## src/rtl/smem_pkg.sv

```systemverilog
// Shared constants, widths and state type for the screen-memory rectangle fill engine.
package smem_pkg;

    localparam int NCOLS = 80;
    localparam int NROWS = 60;
    localparam int NLOC  = NCOLS * NROWS;
    localparam int DBITS = 4;

    localparam int XW = $clog2(NCOLS);
    localparam int YW = $clog2(NROWS);
    localparam int WW = $clog2(NCOLS + 1);
    localparam int HW = $clog2(NROWS + 1);
    localparam int AW = $clog2(NLOC);

    typedef enum logic [1:0] {
        IDLE   = 2'd0,
        WRITE  = 2'd1,
        FINISH = 2'd2
    } rectfill_state_t;

    // y*80 as two shifted adds; only valid while NCOLS stays at 80.
    function automatic logic [AW-1:0] row_base_of(input logic [YW-1:0] y);
        return (AW'(y) << 6) + (AW'(y) << 4);
    endfunction

endpackage

```

## src/rtl/smem_rectfill_if.sv

```systemverilog
// Command and memory-write-port bundle between a command source and the rectangle fill engine.
interface smem_rectfill_if;
    import smem_pkg::*;

    logic             start;
    logic             mode;
    logic [XW-1:0]    x0;
    logic [YW-1:0]    y0;
    logic [WW-1:0]    w;
    logic [HW-1:0]    h;
    logic [DBITS-1:0] value;
    logic             busy;
    logic             done;
    logic             wr;
    logic [AW-1:0]    smem_addr;
    logic [DBITS-1:0] smem_writedata;

    modport master (
        output start, mode, x0, y0, w, h, value,
        input  busy, done, wr, smem_addr, smem_writedata
    );

    modport slave (
        input  start, mode, x0, y0, w, h, value,
        output busy, done, wr, smem_addr, smem_writedata
    );

endinterface

```

## src/rtl/smem_rect_clip.sv

```systemverilog
// Clips a rectangle request against the screen edges; an origin off the screen yields zero size.
module smem_rect_clip
    import smem_pkg::*;
(
    input  logic [XW-1:0] x0,
    input  logic [YW-1:0] y0,
    input  logic [WW-1:0] w,
    input  logic [HW-1:0] h,
    output logic [WW-1:0] cw,
    output logic [HW-1:0] ch,
    output logic          zero
);

    logic [WW-1:0] room_x;
    logic [HW-1:0] room_y;

    always_comb begin
        room_x = '0;
        room_y = '0;
        if (x0 < XW'(NCOLS)) room_x = WW'(NCOLS) - WW'(x0);
        if (y0 < YW'(NROWS)) room_y = HW'(NROWS) - HW'(y0);
        cw   = (w < room_x) ? w : room_x;
        ch   = (h < room_y) ? h : room_y;
        zero = (cw == '0) || (ch == '0);
    end

endmodule

```

## src/rtl/smem_rectfill.sv

```systemverilog
// Rectangle fill engine: one registered write per clock over a clipped solid or outlined rectangle.
module smem_rectfill
    import smem_pkg::*;
(
    input  logic          clock,
    input  logic          reset,
    smem_rectfill_if.slave bus
);

    rectfill_state_t  state_q, state_d;
    logic             outline_q, outline_d;
    logic [XW-1:0]    x_first_q, x_first_d;
    logic [XW-1:0]    x_last_q, x_last_d;
    logic [XW-1:0]    x_q, x_d;
    logic [YW-1:0]    row_q, row_d;
    logic [YW-1:0]    row_last_q, row_last_d;
    logic [AW-1:0]    row_base_q, row_base_d;
    logic [AW-1:0]    addr_q, addr_d;
    logic [DBITS-1:0] data_q, data_d;
    logic             wr_q, wr_d;
    logic             busy_q, busy_d;
    logic             done_q, done_d;

    logic [WW-1:0]    clip_cw;
    logic [HW-1:0]    clip_ch;
    logic             clip_zero;
    logic             row_done;
    logic             last_cell;
    logic             interior;

    smem_rect_clip u_clip (
        .x0   (bus.x0),
        .y0   (bus.y0),
        .w    (bus.w),
        .h    (bus.h),
        .cw   (clip_cw),
        .ch   (clip_ch),
        .zero (clip_zero)
    );

    always_comb begin
        state_d    = state_q;
        outline_d  = outline_q;
        x_first_d  = x_first_q;
        x_last_d   = x_last_q;
        x_d        = x_q;
        row_d      = row_q;
        row_last_d = row_last_q;
        row_base_d = row_base_q;
        addr_d     = addr_q;
        data_d     = data_q;
        wr_d       = 1'b0;
        busy_d     = 1'b0;
        done_d     = 1'b0;

        // The registers describe the cell being presented now; _d is the next cell.
        row_done  = (x_q == x_last_q);
        last_cell = row_done && (row_q == row_last_q);
        interior  = outline_q && (row_q != '0) && (row_q != row_last_q);

        case (state_q)
            IDLE: begin
                if (bus.start) begin
                    data_d = bus.value;
                    if (clip_zero) begin
                        state_d = FINISH;
                        done_d  = 1'b1;
                    end else begin
                        state_d    = WRITE;
                        wr_d       = 1'b1;
                        busy_d     = 1'b1;
                        outline_d  = bus.mode;
                        x_first_d  = bus.x0;
                        x_last_d   = bus.x0 + XW'(clip_cw) - XW'(1);
                        x_d        = bus.x0;
                        row_d      = '0;
                        row_last_d = YW'(clip_ch) - YW'(1);
                        row_base_d = row_base_of(bus.y0);
                        addr_d     = row_base_of(bus.y0) + AW'(bus.x0);
                    end
                end
            end
            WRITE: begin
                if (last_cell) begin
                    state_d = FINISH;
                    done_d  = 1'b1;
                end else begin
                    wr_d   = 1'b1;
                    busy_d = 1'b1;
                    if (row_done) begin
                        x_d        = x_first_q;
                        row_d      = row_q + YW'(1);
                        row_base_d = row_base_q + AW'(NCOLS);
                        addr_d     = row_base_q + AW'(NCOLS) + AW'(x_first_q);
                    end else if (interior) begin
                        // Outline interior rows skip straight to the right edge.
                        x_d    = x_last_q;
                        addr_d = row_base_q + AW'(x_last_q);
                    end else begin
                        x_d    = x_q + XW'(1);
                        addr_d = addr_q + AW'(1);
                    end
                end
            end
            FINISH:  state_d = IDLE;
            default: state_d = IDLE;
        endcase
    end

    always_ff @(posedge clock) begin
        if (reset) begin
            state_q <= IDLE;
            wr_q    <= 1'b0;
            busy_q  <= 1'b0;
            done_q  <= 1'b0;
            addr_q  <= '0;
            data_q  <= '0;
        end else begin
            state_q <= state_d;
            wr_q    <= wr_d;
            busy_q  <= busy_d;
            done_q  <= done_d;
            addr_q  <= addr_d;
            data_q  <= data_d;
        end
    end

    always_ff @(posedge clock) begin
        outline_q  <= outline_d;
        x_first_q  <= x_first_d;
        x_last_q   <= x_last_d;
        x_q        <= x_d;
        row_q      <= row_d;
        row_last_q <= row_last_d;
        row_base_q <= row_base_d;
    end

    assign bus.busy           = busy_q;
    assign bus.done           = done_q;
    assign bus.wr             = wr_q;
    assign bus.smem_addr      = addr_q;
    assign bus.smem_writedata = data_q;

endmodule

```

## src/flat_wrapper.sv

```systemverilog
// flat-port wrapper written by rule: the top's interface ports become plain ports
module smem_rectfill_flat import smem_pkg::*;
  (clock, reset, bus_start, bus_mode, bus_x0, bus_y0, bus_w, bus_h, bus_value, bus_busy, bus_done, bus_wr, bus_smem_addr, bus_smem_writedata);
  smem_rectfill_if bus_i ();
  input  logic clock;
  input  logic reset;
  input wire logic [$bits(bus_i.start)-1:0] bus_start;
  input wire logic [$bits(bus_i.mode)-1:0] bus_mode;
  input wire logic [$bits(bus_i.x0)-1:0] bus_x0;
  input wire logic [$bits(bus_i.y0)-1:0] bus_y0;
  input wire logic [$bits(bus_i.w)-1:0] bus_w;
  input wire logic [$bits(bus_i.h)-1:0] bus_h;
  input wire logic [$bits(bus_i.value)-1:0] bus_value;
  output wire logic [$bits(bus_i.busy)-1:0] bus_busy;
  output wire logic [$bits(bus_i.done)-1:0] bus_done;
  output wire logic [$bits(bus_i.wr)-1:0] bus_wr;
  output wire logic [$bits(bus_i.smem_addr)-1:0] bus_smem_addr;
  output wire logic [$bits(bus_i.smem_writedata)-1:0] bus_smem_writedata;
  assign bus_i.start = bus_start;
  assign bus_i.mode = bus_mode;
  assign bus_i.x0 = bus_x0;
  assign bus_i.y0 = bus_y0;
  assign bus_i.w = bus_w;
  assign bus_i.h = bus_h;
  assign bus_i.value = bus_value;
  assign bus_busy = bus_i.busy;
  assign bus_done = bus_i.done;
  assign bus_wr = bus_i.wr;
  assign bus_smem_addr = bus_i.smem_addr;
  assign bus_smem_writedata = bus_i.smem_writedata;
  smem_rectfill u_core (.clock(clock), .reset(reset), .bus(bus_i));
endmodule
```

## config.mk

```make
export PLATFORM = sky130hd
export DESIGN_NAME = smem_rectfill_flat
export DESIGN_NICKNAME = d
export VERILOG_FILES = /design/src/rtl/smem_pkg.sv /design/src/rtl/smem_rectfill_if.sv /design/src/rtl/smem_rect_clip.sv /design/src/rtl/smem_rectfill.sv /design/src/flat_wrapper.sv
export SDC_FILE = /design/constraint.sdc
export NUM_CORES = 1
export LEC_CHECK = 0
export BUFFER_PORTS_ARGS = -buffer_cell sky130_fd_sc_hd__buf_2
export CAP_MARGIN = 5
export CORE_MARGIN = 4
export CORE_UTILIZATION = 40
export CTS_CLUSTER_DIAMETER = 30
export DETAILED_ROUTE_END_ITERATION = 10
export GPL_TIMING_DRIVEN = 0
export PLACE_DENSITY_LB_ADDON = 0.05
export SYNTH_ARGS = -nofsm -noshare
export SYNTH_HDL_FRONTEND = slang
export SYNTH_HIERARCHICAL = 1
export SYNTH_SLANG_ARGS = --single-unit
```

## constraint.sdc

```tcl
create_clock -name clock -period 6.6 [get_ports clock]
set_input_delay 1.32 -clock clock [delete_from_list [all_inputs] [get_ports clock]]
set_output_delay 1.32 -clock clock [all_outputs]
set_load 0.02 [all_outputs]
```

-- Word level (Yosys, flattened, before mapping)
Index checks and enable logic that the tools add are counted.
- bitwise operators: 1
- equal/unequal tests: 9
- magnitude comparators: 4
- mux-type cells: 38
- reduce and logical (&&, ||, !) cells: 14
- $add $sub $neg: 13
- operator list (operator ; count):
    13-bit 2-to-1 mux ; 9
    13-bit case mux with 2 select lines ; 2
    7-bit 2-to-1 mux ; 7
    13-bit by 7-bit adder with 13-bit output ; 3
    6-bit 2-to-1 mux ; 6
    7-bit case mux with 2 select lines ; 1
    12-bit by 10-bit adder with 13-bit output ; 1
    13-bit by 1-bit adder with 13-bit output, second input constant ; 1
    13-bit by 7-bit adder with 13-bit output, second input constant ; 1
    6-bit case mux with 2 select lines ; 1
    7-bit by 1-bit adder with 7-bit output, second input constant ; 1
    7-bit adder ; 1
    7-bit == test ; 1
    7-bit logical NOT ; 1
    7-bit less-than comparator ; 1
    7-bit less-than comparator, second input constant ; 1
    7-bit by 1-bit subtractor with 7-bit output, second input constant ; 1
    7-bit subtractor, first input constant ; 1
    6-bit by 1-bit adder with 6-bit output, second input constant ; 1
    6-bit == test ; 1
    6-bit logical NOT ; 1
    6-bit less-than comparator ; 1
    6-bit less-than comparator, second input constant ; 1
    1-bit 2-to-1 mux ; 6
    19 further kinds ; 28
- bits in registers: 68
- output and inout bits: 20

-- Longest topological paths before layout
Gate-level depths: netlist (run 1).
- depth after elaboration: 9
- gate-level depth with buffers: 23

-- Modules after synthesis
Netlist (run 1), hierarchy kept.
- modules (own cells, without submodules) (module ; area an instance (sq um) ; cells an instance ; times used ; sequential area each (sq um)):
    smem_rectfill ; 4734.5 ; 515 ; 1 ; 1711.6
    smem_rect_clip ; 880.8 ; 132 ; 1 ; 0.0

-- Worst setup path before layout (run 1)
No wires, ideal clock.
- path kind: input-to-reg
- from: input bus_x0[0]
- to: register u_core.x_last_q[6], data pin
- data arrival time: 4.981 ns
- setup slack: 1.360 ns
- stages on the path: 20
- path through: or4_1 buf_2 a2bb2oi_1 or2_2 ha_1 nand4_1 a311oi_1 nor3_2 clkbuf_1 nand2_1 o21ai_0 inv_1 ha_1 inv_1 ha_1 a21o_1 a21oi_1 o21bai_1 a21oi_1 xnor2_1
- cells in the longest elaborated chain, start to end: 6
- ends and longest elaborated chain (element ; line ; RTL):
    start: declaration ; flat_wrapper.sv:9 ; input wire logic [$bits(bus_i.x0)-1:0] bus_x0;
    7-bit subtractor / 7-bit less-than comparator (equally long branches) ; smem_rect_clip.sv:20 ; if (x0 < XW'(NCOLS)) room_x = WW'(NCOLS) - WW'(x0);
    7-bit 2-to-1 mux (*) ; smem_rect_clip.sv:20 ;
    7-bit less-than comparator ; smem_rect_clip.sv:22 ; cw = (w < room_x) ? w : room_x;
    7-bit 2-to-1 mux (*) ; smem_rect_clip.sv:22 ;
    named net u_core.clip_cw[2] ; smem_rectfill.sv:24 ; logic [WW-1:0] clip_cw;
    7-bit adder (*) ; smem_rectfill.sv:74 ; x_last_d = bus.x0 + XW'(clip_cw) - XW'(1);
    7-bit by 1-bit subtractor with 7-bit output (*) ; smem_rectfill.sv:74 ;
    end signal: assignment ; smem_rectfill.sv:131 ; x_last_q <= x_last_d;
    end: declaration ; smem_rectfill.sv:13 ; logic [XW-1:0] x_last_q, x_last_d;
Mark *: on every way through the listed nets, which the timed path passes. The rest lies on a longest branch.
A chain may end at the register's enable or synchronous reset.

-- Final worst setup path (run 1)
- from: input bus_x0[2]
- to: register u_core.x_last_q[6], data pin
Same word-level chain as after synthesis.

==> results of run 1 <==
-- cell usage in the layout (no fill, tap or decap), drive strengths merged, types with 6 or more instances in the layout --
cell    netlist  routed
nand3b        6       6
ha           43      43
nor3         16      16
nand2b       10      10
nor2         54      54
dfxtp        21      21
inv          58      58
a21oi        29      29
edfxtp       43      43
nor2b         8       8
xor2         26      26
mux2i        16      16
o21a          8       8
nand2        52      52
buf          11      64
o21ai        37      37
nand3        23      23
nand4        10      10
a21o          7       7
a31oi         6       6
clkbuf       19      29
a211oi       11      11
o211ai        8       8
xnor2        43      43
-- worst min-delay path by stage --
stage | startpoint | end | slack (ns) | cells past startpoint
final | u_core/bus.smem_writedata[3]$_SDFFE_PP0P_ | u_core/bus.smem_writedata[3]$_SDFFE_PP0P_ | 0.50 | 2
after CTS | u_core/bus.smem_writedata[3]$_SDFFE_PP0P_ | u_core/bus.smem_writedata[3]$_SDFFE_PP0P_ | 0.50 | 2
after floorplan | u_core/state_q[1]$_SDFFE_PP0P_ | u_core/bus.done$_SDFF_PP0_ | 0.50 | 1
after global placement | u_core/bus.smem_writedata[2]$_SDFFE_PP0P_ | u_core/bus.smem_writedata[2]$_SDFFE_PP0P_ | 0.47 | 2
after global routing | u_core/bus.smem_writedata[3]$_SDFFE_PP0P_ | u_core/bus.smem_writedata[3]$_SDFFE_PP0P_ | 0.53 | 2
after detailed placement | u_core/bus.smem_writedata[3]$_SDFFE_PP0P_ | u_core/bus.smem_writedata[3]$_SDFFE_PP0P_ | 0.49 | 2
-- state kept, by name, summed over array words and instances, names as in the netlist --
| name | cells |
|---|---|
| u_core/bus.done | 1 |
| u_core/state_q | 2 |
| u_core/row_base_q | 9 |
| u_core/outline_q | 1 |
| u_core/bus.smem_writedata | 4 |
| u_core/row_q | 6 |
| u_core/row_last_q | 6 |
| u_core/x_first_q | 7 |
| u_core/bus.smem_addr | 13 |
| u_core/bus.busy | 1 |
| u_core/x_last_q | 7 |
| u_core/x_q | 7 |
-- Yosys cell counts, types with 15 or more instances --
cell type | n | share of area, %
sky130_fd_sc_hd__a21oi_1 | 28 | 2.5
sky130_fd_sc_hd__o21ai_0 | 34 | 3.0
sky130_fd_sc_hd__mux2i_1 | 16 | 2.9
sky130_fd_sc_hd__nor2_1 | 54 | 3.6
sky130_fd_sc_hd__xor2_1 | 26 | 4.1
sky130_fd_sc_hd__edfxtp_1 | 43 | 23
sky130_fd_sc_hd__ha_1 | 43 | 9.6
sky130_fd_sc_hd__inv_1 | 58 | 3.9
sky130_fd_sc_hd__clkbuf_1 | 18 | 1.2
sky130_fd_sc_hd__nand3_1 | 23 | 2.0
sky130_fd_sc_hd__nor3_1 | 15 | 1.3
sky130_fd_sc_hd__nand2_1 | 52 | 3.5
sky130_fd_sc_hd__dfxtp_1 | 21 | 7.5
sky130_fd_sc_hd__xnor2_1 | 43 | 6.7
-- kinds of logic (layout without fill, tap and decap cells) --
kind of cell	after synthesis	count (layout)	share of synthesized area, %
and+or+nand+nor	207	207	18.2
muxes	19	19	3.45
DFF	64	64	30.5
buffers and inverters	88	157	6.80
xor gates and xnor gates	69	69	10.8
AOI/OAI and AO/OA	151	151	18.7
adders and majority gates	49	49	11.5
-- per-layer routing --
layer  up-vias  wire length [microns]  share of wire (%)
met1      2283                   7490                 48
li1       2449                      -                  -
met5         -                      0                  0
met4         0                    245                1.6
met2       119                   6980                 45
met3        19                    868                5.6
-- layout make-up --
| type | count | area (sq um) |
|---|---|---|
| buffer | 30 | 164 |
| clock buffer | 10 | 239 |
| clock inverter | 6 | 106 |
| fill | 1359 | 7360 |
| inverter | 58 | 218 |
| multi-input combinational | 495 | 3530 |
| sequential | 64 | 1710 |
| tap | 180 | 225 |
| timing repair buffer | 53 | 275 |
-- stage by stage --
stage               util (%)  instances  total power (uW)  instance area (sq um)
floorplan                  -        647               966                   5620
global placement        44.1        879              1120                   6100
detailed placement      44.2        880              1130                   6120
CTS                     46.7        896              1700                   6460
global route            46.8        896              1790                   6470
finish                  46.8        896              1680                   6470
-- critical path, cell delays in order --
cell	delay (ns)
sky130_fd_sc_hd__buf_2	0.17
sky130_fd_sc_hd__nor3_1	0.56
sky130_fd_sc_hd__nand3_1	0.19
sky130_fd_sc_hd__a2bb2oi_1	0.17
sky130_fd_sc_hd__o22a_1	0.24
sky130_fd_sc_hd__ha_1	0.30
sky130_fd_sc_hd__nand4_1	0.13
sky130_fd_sc_hd__a311oi_1	0.08
sky130_fd_sc_hd__nor3_2	0.47
sky130_fd_sc_hd__clkbuf_1	0.35
sky130_fd_sc_hd__nand2_1	0.09
sky130_fd_sc_hd__o21ai_0	0.08
sky130_fd_sc_hd__inv_1	0.06
sky130_fd_sc_hd__ha_1	0.34
sky130_fd_sc_hd__inv_1	0.06
sky130_fd_sc_hd__ha_1	0.28
sky130_fd_sc_hd__a21o_1	0.17
sky130_fd_sc_hd__a21oi_1	0.21
sky130_fd_sc_hd__o21bai_1	0.09
sky130_fd_sc_hd__a21oi_1	0.18
sky130_fd_sc_hd__xnor2_1	0.09
-- power by group through the flow --
stage	Sequential [uW]	Combinational, uW	Clock [uW]
2_1_floorplan	568	398	0
3_3_place_gp	565	554	0
3_5_place_dp	565	562	0
4_1_cts	557	566	576
5_1_grt	565	632	594
6_report	557	565	562
==> results.txt, run 1 <==
----------------------------------------------------
[Power]
  Share of total power in the clock network ... 33.4%
  Net switching power ... 569 uW
  Switching Fraction ... 33.8%
  Static leakage ... 0.00268 uW
  Internal power ... 1120 uW
  Total power density per cell area ... 260 nW/um^2
  Power share of the sequential group ... 33.0%
  Portion of total power attributed to combinational logic ... 33.6%
  Maximum vdd ir drop ... 0.112 mV

[Die]
  Die Y ... 126 microns
  Width of the die ... 126 microns
  Full die area ... 16000 sq um
  I/O Pins ... 54
  Core Box Area ... 13800 sq um
  Number of core rows ... 43
  Starting Density ... 40.6%

[Global routing]
  Met1 routing resource usage after global routing ... 27.6%
  GR Layer Usage met2 ... 31.6%
  Initial antenna violation count ... 0
  Largest net degree at the start of global routing ... 17
  Combined global-route utilization of all metal layers ... 19.8%
  Number of global-route vias before repair ... 4832
  Residual overflow from global routing ... 0
  Most heavily used metal layer in global routing ... met2
  First-pass GRT wire length ... 25.3 mm
  Global Route met3 Usage ... 3.87%

[CTS]
  Master cell of the clock root buffer ... sky130_fd_sc_hd__clkbuf_16
  Total number of clock tree sinks ... 64
  Post-CTS setup buffers ... 0
  Clock tree from TritonCTS ... yes
  Worst-path clk slew ... 0.05 ns
  Cts bufs inserted ... 9
  Post-CTS Hold Fix Bufs ... 0
  Clock insertion delay at the later pin of the skew report ... 0.34 ns
  Depth of the CTS H-tree ... 3
  CTS resizes ... 0
  Max clock buf depth ... 2

[Yosys]
  Post-synth EDFFs ... 43
  Post-synth net total ... 729
  Mean instance size in the synthesized netlist ... 8.68 sq um
  Dominant synthesized flop cell ... sky130_fd_sc_hd__edfxtp_1
  Cell area after technology mapping ... 5620 sq um
  Register area share after synthesis ... 30.5%
  Flop and latch count out of synthesis ... 64
  Total number of yosys warnings ... 6
  FFs w/ async S/R, synth ... 0%
  Synth unique cells ... 73
  Synthesized netlist cell count ... 647

[Drt]
  Overall via count from detail_route ... 4870
  Remaining DRCs ... 0
  DRT Wirelength ... 15.6 mm
  Violation count after the first detailed-route iteration ... 236
  Routed vias/inst ... 5.44
  Number of nets with antenna violations after routing ... 0
  Drt pass-1 iters ... 5
  Average routed wire per standard cell ... 17.4 microns

[STA]
  RSZ-0062 raised after global routing ... no
  Final worst hold slack ... 0.495 ns
  Max-slew violation count ... 0
  Minimum clock period after layout ... 5.57 ns
  Total of endpoints with negative setup slack in the final report ... 0
  Worst slew margin relative to its limit ... 36.3%
  Smallest setup slack after layout ... 1.03 ns
  Slew @ Worst Pin ... 0.953 ns
  Highest clock frequency the design can meet ... 0.180 GHz
  Final number of hold-violating endpoints ... 0
  Final clock skew ... 0.00862 ns
  Summed negative setup slack over all endpoints ... 0 ns
  Final clock period utilization by the worst path ... 84.3%

[Setup path]
  Worst EP required ... 6.68 ns
  Arrival time at the worst endpoint ... 5.64 ns
  Register-to-register path setup slack ... 3.39 ns
  Max Fanout on Critical Path ... 10
  Kind of launch point of the worst setup path ... primary input
  R2r startpoint ... u_core/row_base_q[4]$_DFFE_PP_
  Launching instance or port of the critical path ... bus_x0[2]
  Type of destination of the critical path ... flop
  Termination of the worst setup path ... u_core/x_last_q[6]$_DFFE_PP_
  Reg2reg end ... u_core/bus.smem_addr[9]$_SDFFE_PP0P_
  Worst Reg2Reg Path Length in Cells ... 10
  Category of the critical setup timing path ... in -> reg

[Finish]
  Share of layout cells above drive strength 1 ... 14.2%
  Final layout net count ... 793
  Number of inserted diodes ... 0
  Area growth from synthesis to layout ... 15.2%

[Placement]
  Post-Place Setup Slack ... 0.716 ns
  I/O Buffers ... 52
  Total half-perimeter wirelength after legalization and detailed placement ... 12.1 mm
  GP Congestion ... 0.889

[Hold path]
  Hold crit path type ... reg -> reg

[Run]
  Max-cap violations ... 0

[Status]
  Outcome ... finished clean

----------------------------------------------------
(Power assumes the default switching activity.)
==> run 2: changes to the inputs <==
--- a/config.mk
+++ b/config.mk
@@ -5,6 +5,7 @@
 export SDC_FILE = /design/constraint.sdc
 export NUM_CORES = 1
 export LEC_CHECK = 0
+export ABC_AREA = 1
 export BUFFER_PORTS_ARGS = -buffer_cell sky130_fd_sc_hd__buf_2
 export CAP_MARGIN = 5
 export CORE_MARGIN = 4
==> constraint.sdc (replaced) <==
create_clock -name clock -period 5 [get_ports clock]
set_input_delay 1 -clock clock [delete_from_list [all_inputs] [get_ports clock]]
set_output_delay 1 -clock clock [all_outputs]
set_load 0.02 [all_outputs]
==> results.txt, run 2 <==
----------------------------------------------------
[Setup path]
  Category of the critical setup timing path ... in -> reg
  Worst EP required ... 5.22 ns (-1.46 ns)
  CP max-delay cell ... sky130_fd_sc_hd__nor2_2
  Longest individual stage delay on the worst path ... 0.47 ns (-0.09 ns)
  Most common cell type on the critical path ... sky130_fd_sc_hd__nand2_1
  Arrival time at the worst endpoint ... 4.79 ns (-0.85 ns)
  Max Fanout on Critical Path ... 10 (unchanged)
  Kind of launch point of the worst setup path ... primary input
  Register-to-register path setup slack ... 2.44 ns (-0.95 ns)
  Type of destination of the critical path ... flop

[STA]
  Worst slew margin relative to its limit ... 62.1% (+26 points)
  Minimum clock period after layout ... 4.57 ns
  Slew @ Worst Pin ... 0.568 ns (-0.385 ns)
  Final clock skew ... 0.0102 ns (+0.00156 ns)
  Max-slew violation count ... 0 (unchanged)
  Total of endpoints with negative setup slack in the final report ... 0 (unchanged)
  Final number of hold-violating endpoints ... 0 (unchanged)
  Summed negative setup slack over all endpoints ... 0 ns (unchanged)
  Highest clock frequency the design can meet ... 0.219 GHz
  RSZ-0062 raised after global routing ... no
  Final clock period utilization by the worst path ... 91.4%

[Drt]
  Overall via count from detail_route ... 5281 (+8.4%)
  Routed vias/inst ... 4.97 (-8.6%)
  Drt pass-1 iters ... 5 (unchanged)
  Violation count after the first detailed-route iteration ... 432 (+83%)
  DRT Wirelength ... 15.4 mm (-1.1%)
  Average routed wire per standard cell ... 14.5 microns (-17%)
  Remaining DRCs ... 0 (unchanged)
  Number of nets with antenna violations after routing ... 0 (unchanged)

[CTS]
  Total number of clock tree sinks ... 64 (unchanged)
  Worst-path clk slew ... 0.05 ns (about the same)
  Depth of the CTS H-tree ... 3 (unchanged)
  Post-CTS Hold Fix Bufs ... 0 (unchanged)
  Clock tree from TritonCTS ... yes
  Master cell of the clock root buffer ... sky130_fd_sc_hd__clkbuf_16
  Cts bufs inserted ... 9 (unchanged)
  Clock insertion delay at the later pin of the skew report ... 0.34 ns (about the same)
  Max clock buf depth ... 2 (unchanged)

[Power]
  Internal power ... 1470 uW (+31%)
  Net switching power ... 900 uW (+58%)
  Switching Fraction ... 38.0% (+4.3 points)
  Total power after layout ... 2370 uW (+40%)
  Static leakage ... 0.00327 uW (+22%)
  Share of total power in the clock network ... 27.7% (-5.7 points)
  Power share of the sequential group ... 32.6% (-0.4 points)
  Total power density per cell area ... 359 nW/um^2 (+38%)
  Maximum vdd ir drop ... 0.191 mV (+70%)
  Portion of total power attributed to combinational logic ... 39.7% (+6.1 points)

[Finish]
  Most common cell after layout, fill and taps aside ... sky130_fd_sc_hd__nand2_1
  Number of flip-flops under the largest register name ... 13 (unchanged)
  Layout Cells excl Fill ... 1063 (+19%)
  Share of layout cells above drive strength 1 ... 14.0% (-0.20 points)
  Most frequent cells in the layout ... sky130_fd_sc_hd__nand2_1 (223), sky130_fd_sc_hd__inv_1 (119), sky130_fd_sc_hd__nor2_1 (66), sky130_fd_sc_hd__o21ai_0 (57), sky130_fd_sc_hd__buf_2 (54)
  Fill cell instance count of the final layout ... 1445 (+6.3%)
  Number of inserted diodes ... 0 (unchanged)
  Final layout net count ... 960 (+21%)
  Area growth from synthesis to layout ... 15.1% (about the same)
  Post-route core utilization ... 47.3% (+0.49 points)

[Die]
  Starting Density ... 41.1% (+0.45 points)
  Full die area ... 16300 sq um (+1.8%)
  I/O Pins ... 54 (unchanged)
  Width of the die ... 128 microns (+0.88%)
  Number of core rows ... 43 (unchanged)
  Core Box Area ... 13900 sq um (+0.78%)
  Die Y ... 128 microns (+0.88%)

[Yosys]
  Dominant synthesized flop cell ... sky130_fd_sc_hd__edfxtp_1
  Post-synth EDFFs ... 43 (unchanged)
  Total number of yosys warnings ... 6 (unchanged)
  Synth unique cells ... 45 (-38%)
  Post-synth net total ... 892 (+22%)
  Leading cell type by number of instances after synthesis ... sky130_fd_sc_hd__nand2_1
  Register area share after synthesis ... 29.9% (-0.57 points)
  Area share of the largest cell type after synthesis ... 22.6% (-0.43 points)
  Cell area after technology mapping ... 5720 sq um (+1.9%)
  Mean instance size in the synthesized netlist ... 7.06 sq um (-19%)
  Synthesized netlist cell count ... 810 (+25%)
  Post-synthesis cell type with the largest combined area ... sky130_fd_sc_hd__edfxtp_1
  Commonest cells in the netlist ... sky130_fd_sc_hd__nand2_1 (223), sky130_fd_sc_hd__inv_1 (119), sky130_fd_sc_hd__nor2_1 (67), sky130_fd_sc_hd__o21ai_0 (57), sky130_fd_sc_hd__nand3_1 (46)
  Flop and latch count out of synthesis ... 64 (unchanged)
  FFs w/ async S/R, synth ... 0% (unchanged)
  Dominant cells by area after synthesis ... sky130_fd_sc_hd__edfxtp_1 (23%), sky130_fd_sc_hd__nand2_1 (15%), sky130_fd_sc_hd__ha_1 (9.4%)

[Global routing]
  Largest net degree at the start of global routing ... 19 (+2)
  Combined global-route utilization of all metal layers ... 19.3% (-0.53 points)
  Residual overflow from global routing ... 0 (unchanged)
  Initial antenna violation count ... 0 (unchanged)
  Number of global-route vias before repair ... 5077 (+5.1%)
  First-pass GRT wire length ... 25.0 mm (-1.2%)

[Run]
  Max-cap violations ... 0 (unchanged)

[Placement]
  Total half-perimeter wirelength after legalization and detailed placement ... 12.4 mm (+3.1%)
  GP Congestion ... 0.886 (-0.34%)
  Placed Instances ... 1043 (+19%)
  I/O Buffers ... 52 (unchanged)

[Hold path]
  Hold crit path type ... reg -> reg

[Status]
  Outcome ... finished clean

----------------------------------------------------
## run 2: metal layers
layer | GRT usage [%] | part of all wire [%] | routed length, microns | up-vias
li1 | - | - | - | 2752
met1 | 26.3 | 48 | 7440 | 2400
met2 | 31.6 | 46 | 7150 | 111
met3 | 2.63 | 3.9 | 596 | 18
met4 | 6.43 | 1.5 | 238 | 0
met5 | 0 | 0 | 0 | -
## run 2: repair_timing
item / in CTS / in global routing
resized for setup: 0 / 0
endpoints found under the setup margin: 0 / 17
buffers inserted: 0 / 4
hold endpoints to repair: 0 / 0
## run 2: logic make-up (layout without fill, tap and decap cells)
| family | Yosys count | count (layout) | synth area share, % |
|---|---|---|---|
| compound gates | 125 | 125 | 12.3 |
| xor+xnor | 42 | 42 | 6.43 |
| fa+ha+maj | 48 | 48 | 11.2 |
| buf+inv | 144 | 217 | 11.0 |
| flops | 64 | 64 | 29.9 |
| simple gates | 387 | 387 | 29.2 |
## run 2: final cells by class
| cell class | instances | area (sq um) | area share, % |
|---|---|---|---|
| sequential | 64 | 1710 | 26.0 |
| clock buffer | 13 | 272 | 4.12 |
| multi-input combinational | 602 | 3390 | 51.5 |
| timing repair buffer | 57 | 318 | 4.83 |
| clock inverter | 3 | 38.8 | 0.589 |
| inverter | 126 | 485 | 7.37 |
| tap | 180 | 225 | 3.42 |
| buffer | 18 | 145 | 2.20 |
## run 2: stage by stage
step / hold WS, ns / worst slack, ns / area (sq um)
floorplan: 0.548 / 0.187 / 5720
global placement: 0.461 / -1.33 / 6210
detailed placement: 0.467 / -0.143 / 6230
CTS: 0.480 / 0.196 / 6540
global route: 0.514 / 0.0165 / 6590
finish: 0.474 / 0.431 / 6590
## run 2: path summary, 6_finish.rpt
path                                              from                                         to  cells past startpoint
min reg2reg  u_core/bus.smem_writedata[1]$_SDFFE_PP0P_  u_core/bus.smem_writedata[1]$_SDFFE_PP0P_                      2
max                                          bus_x0[0]       u_core/bus.smem_addr[3]$_SDFFE_PP0P_                     27
min          u_core/bus.smem_writedata[1]$_SDFFE_PP0P_  u_core/bus.smem_writedata[1]$_SDFFE_PP0P_                      2
max reg2reg             u_core/row_base_q[4]$_DFFE_PP_       u_core/bus.smem_addr[9]$_SDFFE_PP0P_                     17
## run 2: critical path: cells and delay by family
kind | cells | cell delay [ns]
AND/OR/NAND/NOR | 13 | 1.77
buffers and inverters | 6 | 0.61
AO/OA/AOI/OAI | 6 | 0.90
adder cells (fa/ha/maj) | 2 | 0.48
## run 2: power by group through the flow
stage	Combinational, uW	Sequential [uW]	Clock, uW
after detailed placement	921	783	0
after global routing	1070	787	699
after global placement	903	782	0
after CTS	929	773	671
final	939	772	654
after floorplan	660	785	0
